`config.mk`:
```
export PLATFORM = sky130hd
export DESIGN_NAME = mac_dot_sequencer
export DESIGN_NICKNAME = d
export VERILOG_FILES = /design/src/rtl/mac_dot_sequencer.sv
export SDC_FILE = /design/constraint.sdc
export NUM_CORES = 1
export LEC_CHECK = 0
export CAP_MARGIN = 15
export CORE_ASPECT_RATIO = 1.4
export CORE_UTILIZATION = 42
export DETAILED_ROUTE_END_ITERATION = 16
export PLACE_DENSITY_LB_ADDON = 0.15
export SETUP_SLACK_MARGIN = 0.5
export SLEW_MARGIN = 20
export SYNTH_ARGS = -nofsm -noshare
export SYNTH_HDL_FRONTEND = slang
export SYNTH_SLANG_ARGS = --single-unit
```
`constraint.sdc`:
```
create_clock -name clk -period 2.4 [get_ports clk]
set_input_delay 0.24 -clock clk [delete_from_list [all_inputs] [get_ports clk]]
set_output_delay 0.24 -clock clk [all_outputs]
set_load 0.01 [all_outputs]
```
`src/rtl/mac_dot_sequencer.sv`:
```
// ---------------------------------------------------------------------------
// mac_dot_sequencer
//
// Streams two operand vectors out of synchronous SRAM into one MAC lane and
// returns the accumulated dot product through a valid/ready handshake.
//
// A run clears the MAC and reads N element pairs. It then pushes one
// zero-product "flush" beat into the MAC, waits out the MAC latency and
// captures mac_acc as the result.
//
// Ports
//   clk, rst_n             clock (rising edge), asynchronous active-low reset
//   start                  request, accepted when busy is low
//   len, base_a, base_b    element count and start addresses, sampled at accept
//   busy                   high from accept until the result handshake completes
//   rd_en                  SRAM read strobe shared by both operand buffers
//   rd_addr_a, rd_addr_b   SRAM read addresses (wrap modulo 2^ADDR_W)
//   rd_data_a, rd_data_b   SRAM read data, valid the cycle after the read edge
//   mac_a, mac_b           MAC operands
//   mac_en, mac_clr        MAC enable and synchronous clear
//   mac_acc                MAC accumulator
//   result, result_valid   captured dot product and its valid flag
//   result_ready           consumer accepts the result
// ---------------------------------------------------------------------------
module mac_dot_sequencer #(
    parameter int DATA_W  = 32,
    parameter int ADDR_W  = 10,
    parameter int LEN_W   = 11,
    parameter int MAC_LAT = 4
) (
    input  logic              clk,
    input  logic              rst_n,
    input  logic              start,
    input  logic [LEN_W-1:0]  len,
    input  logic [ADDR_W-1:0] base_a,
    input  logic [ADDR_W-1:0] base_b,
    output logic              busy,
    output logic              rd_en,
    output logic [ADDR_W-1:0] rd_addr_a,
    output logic [ADDR_W-1:0] rd_addr_b,
    input  logic [DATA_W-1:0] rd_data_a,
    input  logic [DATA_W-1:0] rd_data_b,
    output logic [DATA_W-1:0] mac_a,
    output logic [DATA_W-1:0] mac_b,
    output logic              mac_en,
    output logic              mac_clr,
    input  logic [DATA_W-1:0] mac_acc,
    output logic [DATA_W-1:0] result,
    output logic              result_valid,
    input  logic              result_ready
);

    typedef enum logic [2:0] {
        IDLE  = 3'd0,
        CLEAR = 3'd1,
        READ  = 3'd2,
        FLUSH = 3'd3,
        WAIT  = 3'd4,
        DONE  = 3'd5
    } state_t;

    localparam int WAIT_W = 8;
    // The flush beat is the first of the MAC_LAT edges.
    // WAIT is entered one edge later, which leaves MAC_LAT-2 counted edges
    // before the capture edge.
    localparam logic [WAIT_W-1:0] WAIT_LOAD = WAIT_W'(MAC_LAT - 2);

    state_t              state_r, state_s;
    logic [LEN_W-1:0]    len_r, len_s;
    logic [ADDR_W-1:0]   base_a_r, base_a_s;
    logic [ADDR_W-1:0]   base_b_r, base_b_s;
    logic [LEN_W-1:0]    idx_r, idx_s;
    logic                dv_r, dv_s;
    logic [WAIT_W-1:0]   wait_r, wait_s;
    logic                busy_r, busy_s;
    logic                rd_en_r, rd_en_s;
    logic [ADDR_W-1:0]   rd_addr_a_r, rd_addr_a_s;
    logic [ADDR_W-1:0]   rd_addr_b_r, rd_addr_b_s;
    logic [DATA_W-1:0]   mac_a_r, mac_a_s;
    logic [DATA_W-1:0]   mac_b_r, mac_b_s;
    logic                mac_en_r, mac_en_s;
    logic                mac_clr_r, mac_clr_s;
    logic [DATA_W-1:0]   result_r, result_s;
    logic                result_valid_r, result_valid_s;

    // Next-state and next-output logic; every register holds unless a state says otherwise.
    always_comb begin
        state_s        = state_r;
        len_s          = len_r;
        base_a_s       = base_a_r;
        base_b_s       = base_b_r;
        idx_s          = idx_r;
        dv_s           = rd_en_r;      // read issued last cycle -> SRAM data valid now
        wait_s         = wait_r;
        busy_s         = busy_r;
        rd_en_s        = 1'b0;
        rd_addr_a_s    = rd_addr_a_r;
        rd_addr_b_s    = rd_addr_b_r;
        mac_a_s        = mac_a_r;
        mac_b_s        = mac_b_r;
        mac_en_s       = 1'b0;
        mac_clr_s      = 1'b0;
        result_s       = result_r;
        result_valid_s = result_valid_r;

        case (state_r)
            IDLE: begin
                if (start) begin
                    len_s     = len;
                    base_a_s  = base_a;
                    base_b_s  = base_b;
                    idx_s     = '0;
                    busy_s    = 1'b1;
                    mac_clr_s = 1'b1;
                    state_s   = CLEAR;
                end else begin
                    state_s   = IDLE;
                end
            end

            CLEAR: begin
                if (len_r == '0) begin
                    // Empty vector: skip the MAC entirely, capture zero next edge.
                    wait_s  = '0;
                    state_s = WAIT;
                end else begin
                    rd_en_s     = 1'b1;
                    rd_addr_a_s = base_a_r;
                    rd_addr_b_s = base_b_r;
                    idx_s       = LEN_W'(1);
                    state_s     = READ;
                end
            end

            READ: begin
                if (idx_r != len_r) begin
                    rd_en_s     = 1'b1;
                    rd_addr_a_s = base_a_r + ADDR_W'(idx_r);
                    rd_addr_b_s = base_b_r + ADDR_W'(idx_r);
                    idx_s       = idx_r + LEN_W'(1);
                end else begin
                    rd_en_s     = 1'b0;
                end

                if (dv_r) begin
                    mac_a_s  = rd_data_a;
                    mac_b_s  = rd_data_b;
                    mac_en_s = 1'b1;
                end else begin
                    mac_en_s = 1'b0;
                end

                // All reads issued and the read pipe drained: the last element
                // is in the MAC now, so follow it with the zero flush beat.
                if ((idx_r == len_r) && !rd_en_r && !dv_r) begin
                    mac_a_s  = '0;
                    mac_b_s  = '0;
                    mac_en_s = 1'b1;
                    state_s  = FLUSH;
                end else begin
                    state_s  = READ;
                end
            end

            FLUSH: begin
                wait_s  = WAIT_LOAD;
                state_s = WAIT;
            end

            WAIT: begin
                if (wait_r == '0) begin
                    result_s       = (len_r == '0) ? '0 : mac_acc;
                    result_valid_s = 1'b1;
                    state_s        = DONE;
                end else begin
                    wait_s         = wait_r - WAIT_W'(1);
                end
            end

            DONE: begin
                if (result_ready) begin
                    result_valid_s = 1'b0;
                    busy_s         = 1'b0;
                    state_s        = IDLE;
                end else begin
                    state_s        = DONE;
                end
            end

            default: begin
                result_valid_s = 1'b0;
                busy_s         = 1'b0;
                state_s        = IDLE;
            end
        endcase
    end

    // State, run context and registered outputs.
    always_ff @(posedge clk or negedge rst_n) begin
        if (!rst_n) begin
            state_r        <= IDLE;
            len_r          <= '0;
            base_a_r       <= '0;
            base_b_r       <= '0;
            idx_r          <= '0;
            dv_r           <= 1'b0;
            wait_r         <= '0;
            busy_r         <= 1'b0;
            rd_en_r        <= 1'b0;
            rd_addr_a_r    <= '0;
            rd_addr_b_r    <= '0;
            mac_a_r        <= '0;
            mac_b_r        <= '0;
            mac_en_r       <= 1'b0;
            mac_clr_r      <= 1'b0;
            result_r       <= '0;
            result_valid_r <= 1'b0;
        end else begin
            state_r        <= state_s;
            len_r          <= len_s;
            base_a_r       <= base_a_s;
            base_b_r       <= base_b_s;
            idx_r          <= idx_s;
            dv_r           <= dv_s;
            wait_r         <= wait_s;
            busy_r         <= busy_s;
            rd_en_r        <= rd_en_s;
            rd_addr_a_r    <= rd_addr_a_s;
            rd_addr_b_r    <= rd_addr_b_s;
            mac_a_r        <= mac_a_s;
            mac_b_r        <= mac_b_s;
            mac_en_r       <= mac_en_s;
            mac_clr_r      <= mac_clr_s;
            result_r       <= result_s;
            result_valid_r <= result_valid_s;
        end
    end

    assign busy         = busy_r;
    assign rd_en        = rd_en_r;
    assign rd_addr_a    = rd_addr_a_r;
    assign rd_addr_b    = rd_addr_b_r;
    assign mac_a        = mac_a_r;
    assign mac_b        = mac_b_r;
    assign mac_en       = mac_en_r;
    assign mac_clr      = mac_clr_r;
    assign result       = result_r;
    assign result_valid = result_valid_r;

endmodule
```
-- Yosys cells after proc, flatten, opt, wreduce, memory -nomap -nowiden
Index checks and enable logic that the tools add are counted.
- div/mod/pow operators: 0
- equal/unequal tests: 14
- $mul: 0
- bitwise gates (word level): 2
- add/sub/neg operators: 4
- shift operators: 0
- mux-type cells: 37
- reduce and logical (&&, ||, !) cells: 21
- magnitude comparators: 0
- operator list (cell ; number):
    2-to-1 mux 32 bit ; 5
    2-to-1 mux 10 bit ; 4
    case mux 10 bit (2 select lines) ; 2
    2-to-1 mux 11 bit ; 3
    case mux 11 bit (3 select lines) ; 1
    case mux 8 bit (3 select lines) ; 1
    adder 10 bit ; 2
    case mux 3 bit (6 select lines) ; 1
    2-to-1 mux 8 bit ; 2
    != test 2 bit (second input constant) ; 7
    2-to-1 mux 1 bit ; 12
    AND reduction 3 bit ; 4
    adder 11 x 1 -> 11 bit (second input constant) ; 1
    equality test 11 bit ; 1
    zero test 11 bit ; 1
    != test 11 bit ; 1
    2-to-1 mux 3 bit ; 3
    zero test 8 bit ; 1
    OR reduction 4 bit ; 2
    subtractor 8 x 1 -> 8 bit (second input constant) ; 1
    equality test 3 x 2 -> 1 bit (second input constant) ; 2
    equality test 3 bit (second input constant) ; 2
    case mux 1 bit (3 select lines) ; 2
    AND reduction 2 bit ; 3
    other kinds (9) ; 14
- latch bits: 0
- memories: 0
- ROM bits: 0
- output and inout bits: 121
- bits in writable memories: 0
- bits in registers: 175
- word-level logic and storage cells: 95

-- Depth between registers and ports, before layout
Gate-level depths: netlist of run 1.
- word-level depth: 5
- depth in mapped cells: 9
- depth with buffers taken out: 8

-- Worst setup path before layout of run 1
OpenSTA, ideal clock, no wires.
- path type: register to register
- from: register idx_r[0]
- to: register rd_addr_b_r[8] (netlist: rd_addr_b[8])
- data arrival time: 2245 ps
- cell stages (with the launch flop): 9
- slack: 68 ps
- path through: dfrtp_1 > ha_1 > fa_1 > a21o_1 > a211o_1 > a2111oi_0 > nor3_1 > xnor2_1 > o211ai_1
- cells in the longest elaborated chain, start to end: 3
- elaborated cells between the ends (all ways): 6
- classes of those cells: add/sub (1); eq/ne (2); mux (2); reduce/logical (1)
- RTL lines (what ; RTL line ; RTL):
    start, declared ; 72 ; logic [LEN_W-1:0] idx_r, idx_s;
    start signal, assigned ; 223 ; idx_r <= idx_s;
    adder 10 bit / != test 11 bit (equally long branches) ; 139, 136 ;
    2-to-1 mux 10 bit / != test 2 bit (equally long branches) ; - ;
    case mux 10 bit (2 select lines) / AND reduction 3 bit (equally long branches) ; - ;
    end signal, assigned ; 229 ; rd_addr_b_r <= rd_addr_b_s;
    end, declared ; 78 ; logic [ADDR_W-1:0] rd_addr_b_r, rd_addr_b_s;
Parallel ways exist; a longest one is shown, timed or not. The select of a mux whose other input is x is not followed.
A chain may end at the register's enable or synchronous reset.

-- Final worst setup path of run 1
- from: register idx_r[0]
- to: register mac_b_r[29] (netlist: mac_b[29])
- cells in the longest elaborated chain, start to end: 5
- elaborated cells between the ends (all ways): 6
- classes of those cells: eq/ne (1); mux (1); reduce/logical (4)
- RTL lines (what ; RTL line ; RTL):
    equality test 11 bit * ; 155 ; if ((idx_r == len_r) && !rd_en_r && !dv_r) begin
    logical AND 1 bit * (2 in a row) ; 155 ;
    nonzero test 2 bit (no source line) ; - ;
    AND reduction 2 bit (no source line) ; - ;
    end signal, assigned ; 231 ; mac_b_r <= mac_b_s;
    end, declared ; 80 ; logic [DATA_W-1:0] mac_b_r, mac_b_s;
Mark *: on every way between the ends. The rest lies on a longest branch, timed or not.

==> reports/metrics.yaml, run 1 <==
status: "completed"
ff2ff_path_depth: 10
die_h_um: 165
synth_flop_cell: "dfrtp_1"
area_delta_synth_final_pct: 68.7
use_met2: 0.501
grt_setup_unrepaired: "true"
place_inst: 1212
antenna_cells: 0
avgSynthCellArea_um2: 11.0
finClkSkew_ns: 0.0140
path_class: "flip-flop to flip-flop"
hold_slack_ns: 0.296
clk_pin_slew_ns: 0.07
ir_drop_uv: 661
root_buffer: "clkbuf_16"
grt_pass1_wl_um: 40500
portBuffers: 251
min_period_ns: 2.25
critPathRequiredTime_ns: 2.72
dpl-instance-area_um2: 11000
fin_util: 0.725
track_usage: 0.273
fin_area_um2: 13500
grt_pass1_vias: 7186
insertion_delay_ns: 0.44
cp_max_fo: 8
async_reset_ff_frac: 1.00
worst_slew_pin_slew_ns: 0.537
grt_max_degree: 57
syn_area_um2: 7990
r2r_setup_slack_ns: 0.15
clk_path_buf_depth: 2
cts_made_buffers: 17
cp-start-kind: "flip-flop"
vias: 7307
ant_nets: 0
die_area_um2: 19600
num_io_pins: 252
tritoncts: "done"
netlist_instances: 728
final_cells: 1323
slew_headroom: 0.640
hold_class: "input port to asynchronous set/reset pin"
yosysTopAreaCell: "dfrtp_1"
yosysWarnings: 0
place_ws_ns: 0.101
gr-total-overflow: 0
r2r-start: "idx_r[0]$_DFFE_PN0P_"
slew_viol_final: 0
synth_edf_count: 0
setup_viol: 0
dp_hpwl_um: 16600
powerDensity_nw_per_um2: 1260
routabilityCongestion: 0.865
die_w_um: 119
htree_num_levels: 4
start_util: 0.429
firstDrtPassIters: 5
grtUsageMet3: 0.0622
grt_util_met1: 0.306
hold_viol: 0
synth-seq-cells: 175
drc_errors: 0
busiest_layer: "met2"
r2r-end: "mac_b[29]$_DFFE_PN0P_"
cts_num_sinks: 175
drv_cap: 0
yosysUniqueCellTypes: 58
dr.first_iter.drc_count: 330
rows: 59
fmax_mhz: 445
worst_slack_ns: 0.154
drive_above_1_share: 0.279
design.core.area_um2: 18600
synth_nets: 882
period_share: 0.936
worstSetupEndpointType: "flip-flop"
totalWireLength_um: 27800
yosysSeqAreaShare: 0.548
synthTopCellsByArea: "dfrtp_1, a22o_1, nand2_1, mux2_2, ha_1"
yosysTopAreaCellShare: 0.548
antenna_found_initial: 0
setup-tns-final_ns: 0
leakagePower_nw: 5.88
power_mw: 17.0
worstPathArrival_ns: 2.56
wl_per_cell_um: 21.0
viasPerCell: 5.52
nNetsFinal: 1220
==> worst max-delay path by stage <==
stage	from	end	slack [ns]	depth (start not counted)
after floorplan	idx_r[0]$_DFFE_PN0P_	rd_addr_b[8]$_DFFE_PN0P_	0.21	8
after detailed placement	idx_r[2]$_DFFE_PN0P_	rd_addr_b[0]$_DFFE_PN0P_	0.10	7
final	idx_r[0]$_DFFE_PN0P_	mac_b[29]$_DFFE_PN0P_	0.15	10
after global placement	idx_r[1]$_DFFE_PN0P_	rd_addr_b[0]$_DFFE_PN0P_	0.13	7
after CTS	idx_r[0]$_DFFE_PN0P_	rd_addr_b[8]$_DFFE_PN0P_	0.18	8
after global routing	idx_r[0]$_DFFE_PN0P_	rd_addr_b[8]$_DFFE_PN0P_	0.06	8
==> worst max-delay path, stage by stage, from the launching register on <==
cell,delay [ns]
dfrtp_2,0.44
buf_4,0.17
xor2_1,0.17
nor3_2,0.24
nand3_2,0.16
nor2_4,0.16
o21ai_4,0.12
buf_12,0.19
buf_12,0.12
buf_16,0.13
a22o_1,0.22
==> Yosys cell counts, drive strengths merged (4+ instances only) <==
cell type,number
o21ai,49
a211oi,6
inv,11
a31oi,12
nor2,48
nand2,99
nor4,5
clkbuf,23
dfrtp,175
a22o,65
o211ai,5
buf,20
a21oi,25
a21o,7
nor3,10
nand2b,5
xor2,25
mux2,34
and3,10
a211o,4
nand3,16
xnor2,12
ha,21
==> area by class of cell <==
| cell class | count | area (um^2) |
|---|---|---|
| fillers | 1244 | 5120 |
| flip-flops and latches | 175 | 4390 |
| multi-input cells | 501 | 4110 |
| repair buffers | 360 | 4040 |
| clock buffers | 19 | 443 |
| well taps | 244 | 305 |
| clock inverters | 13 | 150 |
| inverters | 11 | 41.3 |
==> state kept, by name, summed over array words and instances, names as in the netlist <==
register and flops:
base_a_r 10, base_b_r 10, busy 1, dv_r 1, idx_r 11, len_r 11
mac_a 32, mac_b 32, mac_clr 1, mac_en 1, rd_addr_a 10, rd_addr_b 10
rd_en 1, result 32, result_valid 1, state_r 3, wait_r 8
==> power by group <==
group | internal [mW] | leakage [nW] | switching (mW)
sequential | 4.25 | 2.18 | 1.10
clock | 1.59 | 0.291 | 1.26
combinational | 4.96 | 3.41 | 3.81
total | 10.8 | 5.88 | 6.16
==> timing repair <==
| item | CTS | global route |
|---|---|---|
| hold endpoints to repair | 42 | 0 |
| resized for setup | 117 | 98 |
| pin swaps | 71 | 51 |
| hold buffers | 1 | 0 |
| setup buffers | 37 | 21 |
| gates cloned | 17 | 3 |
| endpoints found under the setup margin | 131 | 170 |
==> layer usage <==
layer / part of all wire / vias up / wire length (um)
met5: 0 / - / 0
li1: - / 3308 / -
met1: 0.37 / 3684 / 10300
met4: 0.033 / 0 / 931
met3: 0.056 / 60 / 1560
met2: 0.54 / 255 / 15000
==> cells by family (layout without fill, tap and decap cells) <==
logic type      after synthesis  in the layout  share of synthesized area
compound gates              192            193                      0.169
xor+xnor                     37             37                     0.0406
simple gates                213            214                      0.124
flops                       175            175                      0.548
fa+ha+maj                    23             23                     0.0379
mux                          34             34                     0.0479
buf+inv                      54            403                     0.0321
==> cell usage in the layout (no fill, tap or decap), drive strengths merged, types with 3 or more instances in the layout <==
cell type	netlist	final
o21bai	3	3
o31ai	3	3
o21ai	49	49
xnor2	12	12
clkdlybuf4s50	0	250
xor2	25	25
nor3b	3	3
nand2b	5	5
a21oi	25	25
inv	11	17
nand4	3	3
dfrtp	175	175
mux2	34	34
and3	10	10
nor2b	3	3
nor4	5	5
clkinv	0	4
a311o	2	3
nand3	16	17
a211o	4	4
a22o	65	65
a21o	7	7
o211ai	5	5
ha	21	21
clkbuf	23	21
buf	20	106
a31oi	12	12
nor3	10	10
nor2	48	48
a211oi	6	6
or4	3	3
nand2	99	99
(Power assumes the default switching activity.)
==> run 2: changes to the inputs <==
Settings changed: CELL_PAD_IN_SITES_DETAIL_PLACEMENT set to 0, CELL_PAD_IN_SITES_GLOBAL_PLACEMENT set to 1, CORE_UTILIZATION 42 to 32.
==> run 2 against run 1 <==
Net effect: sequential share of layout area rose by 0.10 points; cell area fell by 0.22%; register-to-register slack improved by 0.06 ns; first-iteration DRC count fell by 1.2%; clock power barely moved; non-clock buffer count fell by 17; combinational power rose by 2%; worst setup slack improved by 0.060 ns; critical endpoint is now rd_addr_b[8]$_DFFE_PN0P_.
==> reports/metrics.yaml, run 2 (synthesis gave the netlist of run 1 again) <==
rows: 68
drv_cap: 0
powerDensity_nw_per_um2: 1270
dp_hpwl_um: 17300
grt_pass1_wl_um: 40400
worst_slew_pin_slew_ns: 0.572
mostFrequentLayoutCell: "clkdlybuf4s50_1"
antenna_found_initial: 1
r2r-end: "rd_addr_b[8]$_DFFE_PN0P_"
ir_drop_uv: 672
worst_slack_ns: 0.214
ff2ff_path_depth: 8
finClkSkew_ns: 0.0112
dpl-instance-area_um2: 11100
wl_per_cell_um: 20.3
routabilityCongestion: 0.801
htree_num_levels: 4
die_area_um2: 25600
hold_slack_ns: 0.307
start_util: 0.325
hold_viol: 0
worstPathArrival_ns: 2.54
insertion_delay_ns: 0.44
fin_area_um2: 13400
critPathRequiredTime_ns: 2.76
area_delta_synth_final_pct: 68.4
final_cell_mix: "clkdlybuf4s50_1, dfrtp_1, nand2_1"
min_period_ns: 2.19
grt_setup_unrepaired: "true"
drive_above_1_share: 0.289
fin_util: 0.547
period_share: 0.911
slew_viol_final: 0
vias: 6958
cts_made_buffers: 17
path_class: "flip-flop to flip-flop"
firstDrtPassIters: 4
cts_num_sinks: 175
dr.first_iter.drc_count: 326
die_h_um: 189
r2r-start: "idx_r[0]$_DFFE_PN0P_"
drc_errors: 0
leakagePower_nw: 5.78
ant_nets: 0
clk_pin_slew_ns: 0.07
viasPerCell: 5.05
portBuffers: 251
setup-tns-final_ns: 0
r2r_setup_slack_ns: 0.21
status: "completed"
fmax_mhz: 457
nNetsFinal: 1202
worstSetupEndpointType: "flip-flop"
n_fill_cell: 2158
totalWireLength_um: 27900
root_buffer: "clkbuf_16"
slew_headroom: 0.617
track_usage: 0.211
hold_class: "input port to asynchronous set/reset pin"
die_w_um: 136
gr-total-overflow: 0
grt_max_degree: 59
design.core.area_um2: 24600
cp_max_fo: 3
place_ws_ns: 0.119
tritoncts: "done"
cp-start-kind: "flip-flop"
setup_viol: 0
grt_pass1_vias: 6876
num_io_pins: 252
clk_path_buf_depth: 2
-- run 2: per-stage QoR --
step	power, mW	instances
after detailed placement	12.0	1284
after global placement	12.0	1284
final	17.1	1377
after floorplan	8.71	728
after CTS	15.7	1355
after global routing	18.1	1377
-- run 2: routing by layer --
layer	vias to the layer above	routed length [um]	share of wire	track usage
met5	-	0	0	0
met4	0	575	0.021	0.0657
met3	32	1330	0.048	0.0469
met2	199	15000	0.54	0.379
met1	3473	11100	0.40	0.245
li1	3254	-	-	-
-- run 2: power by group --
part | total, mW | internal [mW] | switching, mW
clock | 2.84 | 1.60 | 1.25
combinational | 8.95 | 4.97 | 3.98
sequential | 5.35 | 4.26 | 1.09
total | 17.1 | 10.8 | 6.32
-- run 2: how the worst max path moves through the flow --
stage,start,end,cells after the start
6_report,idx_r[0]$_DFFE_PN0P_,rd_addr_b[8]$_DFFE_PN0P_,8
5_1_grt,idx_r[0]$_DFFE_PN0P_,rd_addr_b[8]$_DFFE_PN0P_,8
4_1_cts,idx_r[2]$_DFFE_PN0P_,mac_a[18]$_DFFE_PN0P_,8
3_5_place_dp,idx_r[0]$_DFFE_PN0P_,rd_addr_a[8]$_DFFE_PN0P_,8
3_3_place_gp,idx_r[2]$_DFFE_PN0P_,mac_a[29]$_DFFE_PN0P_,7
2_1_floorplan,idx_r[0]$_DFFE_PN0P_,rd_addr_b[8]$_DFFE_PN0P_,8
-- run 2: what timing repair did --
item	4_1_cts	5_1_grt
pin swaps	52	50
resized for setup	85	114
gates cloned	17	8
endpoints found under the hold margin	46	0
endpoints found under the setup margin	136	170
hold buffers	1	0
setup buffers	21	13
-- run 2: area by class of cell --
cell class | instances | area, um^2 | share of cell area
diodes | 1 | 2.50 | 0.000186
multi-input cells | 500 | 4150 | 0.308
inverters | 11 | 41.3 | 0.00307
clock inverters | 12 | 135 | 0.0100
flip-flops and latches | 175 | 4390 | 0.327
clock buffers | 20 | 457 | 0.0340
well taps | 315 | 394 | 0.0293
repair buffers | 343 | 3880 | 0.288
-- run 2: worst max-delay path: stages, from the launching register on --
cell and delay [ns]:
dfrtp_2 0.45, ha_4 0.18, fa_2 0.33, a21o_1 0.20, a211o_1 0.28, a2111oi_2 0.29
nor3_1 0.10, xnor2_1 0.13, o211ai_1 0.15
==> run 3: changes to the inputs <==
Settings changed: CORE_UTILIZATION 32 to 36.
Clock period 2.4 ns to 2.3 ns, I/O delays scaled along.
==> run 3 against run 2 <==
Net effect: routed wire length down 7.8%; first-iteration DRC count fell by 31%; cell area grew 2.6%; power rose by 8.4%; register-to-register slack got worse by 0.14 ns; utilization rose by 8.7 points; cell count is 0.65% higher; worst hold slack worse by 0.0054 ns; combinational power rose by 11%; maximum frequency decreased by 1.7%; largest cell class unchanged.
==> reports/metrics.yaml, run 3 (synthesis gave the netlist of run 1 again) <==
status: "completed"
p_comb_frac: 0.535
path_class: "flip-flop to flip-flop"
wl_per_cell_um: 18.6
viasPerCell: 5.07
place_inst: 1283
mostFrequentLayoutCell: "clkdlybuf4s50_1"
area_delta_synth_final_pct: 72.8
cp_max_fo: 4
grt_pass1_vias: 6954
clkPwrFrac: 0.169
worstPathArrival_ns: 2.59
totalWireLength_um: 25800
start_util: 0.367
setup-tns-final_ns: 0
drv_cap: 0
r2r-end: "rd_addr_b[6]$_DFFE_PN0P_"
critPathMaxStageDelay_ns: 0.46
internal_power_mw: 11.9
worst_slew_pin_slew_ns: 0.546
final_cells: 1386
dp_hpwl_um: 16300
setup_viol: 0
fmax_mhz: 450
cts_made_buffers: 17
powerDensity_nw_per_um2: 1350
portBuffers: 251
fin_util: 0.634
drive_above_1_share: 0.312
antenna_found_initial: 0
finClkSkew_ns: 0.00994
crit_chain: "ha_4 -> fa_2 -> a21o_1 -> a211o_1 -> buf_4 -> a21oi_4 -> xnor2_1 -> nand2_1 -> a31oi_4"
critPathRequiredTime_ns: 2.66
leakagePower_nw: 5.97
die_area_um2: 22800
nNetsFinal: 1231
tritoncts: "done"
power_mw: 18.6
worstSetupEndpointType: "flip-flop"
drc_errors: 0
die_w_um: 128
sw_frac_of_total: 0.357
switching_power_mw: 6.64
htree_num_levels: 4
period_share: 0.967
rows: 64
pwr-share-seq: 0.297
firstDrtPassIters: 5
design.core.area_um2: 21800
slew_headroom: 0.636
r2r-start: "idx_r[0]$_DFFE_PN0P_"
cts_num_sinks: 175
insertion_delay_ns: 0.44
grt_max_degree: 54
routabilityCongestion: 0.796
clk_path_buf_depth: 2
final_cell_mix: "clkdlybuf4s50_1, dfrtp_1, nand2_1"
clk_pin_slew_ns: 0.07
gr-total-overflow: 0
cp-start-kind: "flip-flop"
antenna_cells: 0
dr.first_iter.drc_count: 225
num_io_pins: 252
slew_viol_final: 0
vias: 7030
min_period_ns: 2.22
hold_class: "input port to asynchronous set/reset pin"
grt_setup_unrepaired: "true"
r2r_setup_slack_ns: 0.08
crit_slowest_cell: "dfrtp_2"
hold_viol: 0
die_h_um: 178
track_usage: 0.223
ir_drop_uv: 1080
root_buffer: "clkbuf_16"
ant_nets: 0
grt_pass1_wl_um: 38300
ff2ff_path_depth: 9
-- run 3: changes by cell type in the layout (fill, tap and decap cells not counted), sizes merged, moves of 2 or more --
cell	change
clkbuf	-2
clkinvlp	-2
buf	+29
bufinv	+2
inv	+2
-- run 3: layout make-up --
type	instances	area (um^2)
tap	297	372
clock inverter	13	185
timing repair buffer	372	4130
sequential	175	4390
inverter	11	41.3
fill	1796	7980
clock buffer	18	439
multi-input combinational	500	4250
-- run 3: worst max-delay path by stage --
stage	start	slack, ns	to	cells after the start
after floorplan	idx_r[0]$_DFFE_PN0P_	0.11	rd_addr_b[8]$_DFFE_PN0P_	8
final	idx_r[0]$_DFFE_PN0P_	0.08	rd_addr_b[6]$_DFFE_PN0P_	9
after CTS	idx_r[0]$_DFFE_PN0P_	0.07	rd_addr_b[8]$_DFFE_PN0P_	8
after global routing	idx_r[0]$_DFFE_PN0P_	-0.02	rd_addr_b[8]$_DFFE_PN0P_	8
after global placement	idx_r[0]$_DFFE_PN0P_	0.05	rd_addr_b[8]$_DFFE_PN0P_	8
after detailed placement	idx_r[0]$_DFFE_PN0P_	0.03	rd_addr_b[8]$_DFFE_PN0P_	8
-- run 3: routing by layer --
| metal | share of wire | vias up | GRT usage |
|---|---|---|---|
| met5 | 0 | - | 0 |
| met4 | 0.034 | 0 | 0.104 |
| met3 | 0.042 | 52 | 0.0459 |
| met2 | 0.54 | 201 | 0.399 |
| met1 | 0.39 | 3458 | 0.252 |
| li1 | - | 3319 | - |
-- run 3: per-stage QoR --
stage | worst slack [ns] | instance area [um^2] | hold WS, ns
detailed placement | 0.0253 | 11300 | 0.225
global route | -0.0249 | 13800 | 0.331
finish | 0.0762 | 13800 | 0.302
global placement | 0.0530 | 11300 | 0.227
floorplan | 0.112 | 8180 | -0.0656
CTS | 0.0726 | 13000 | 0.310
-- run 3: critical path: cells and delay by family (launching register included) --
family,cells,cell delay (ns)
buffers and inverters,1,0.16
xor gates and xnor gates,1,0.13
adders and majority gates,2,0.51
AOI/OAI and AO/OA,4,0.78
DFF,1,0.46
and+or+nand+nor,1,0.11
-- run 3: power groups by stage --
stage	clock network (mW)	logic (mW)	registers, mW
6_report	3.13	9.94	5.51
5_1_grt	3.33	10.6	5.70
4_1_cts	3.21	8.93	5.45
3_5_place_dp	0	7.22	5.42
3_3_place_gp	0	7.19	5.38
2_1_floorplan	0	3.56	5.70
-- run 3: repair_timing --
item | 4_1_cts | 5_1_grt
hold endpoints to repair | 49 | 0
gates resized for setup | 116 | 113
buffers inserted | 23 | 24
setup endpoints to repair | 166 | 166
pin swaps | 53 | 64
hold buffers | 1 | 0
gates cloned | 18 | 6
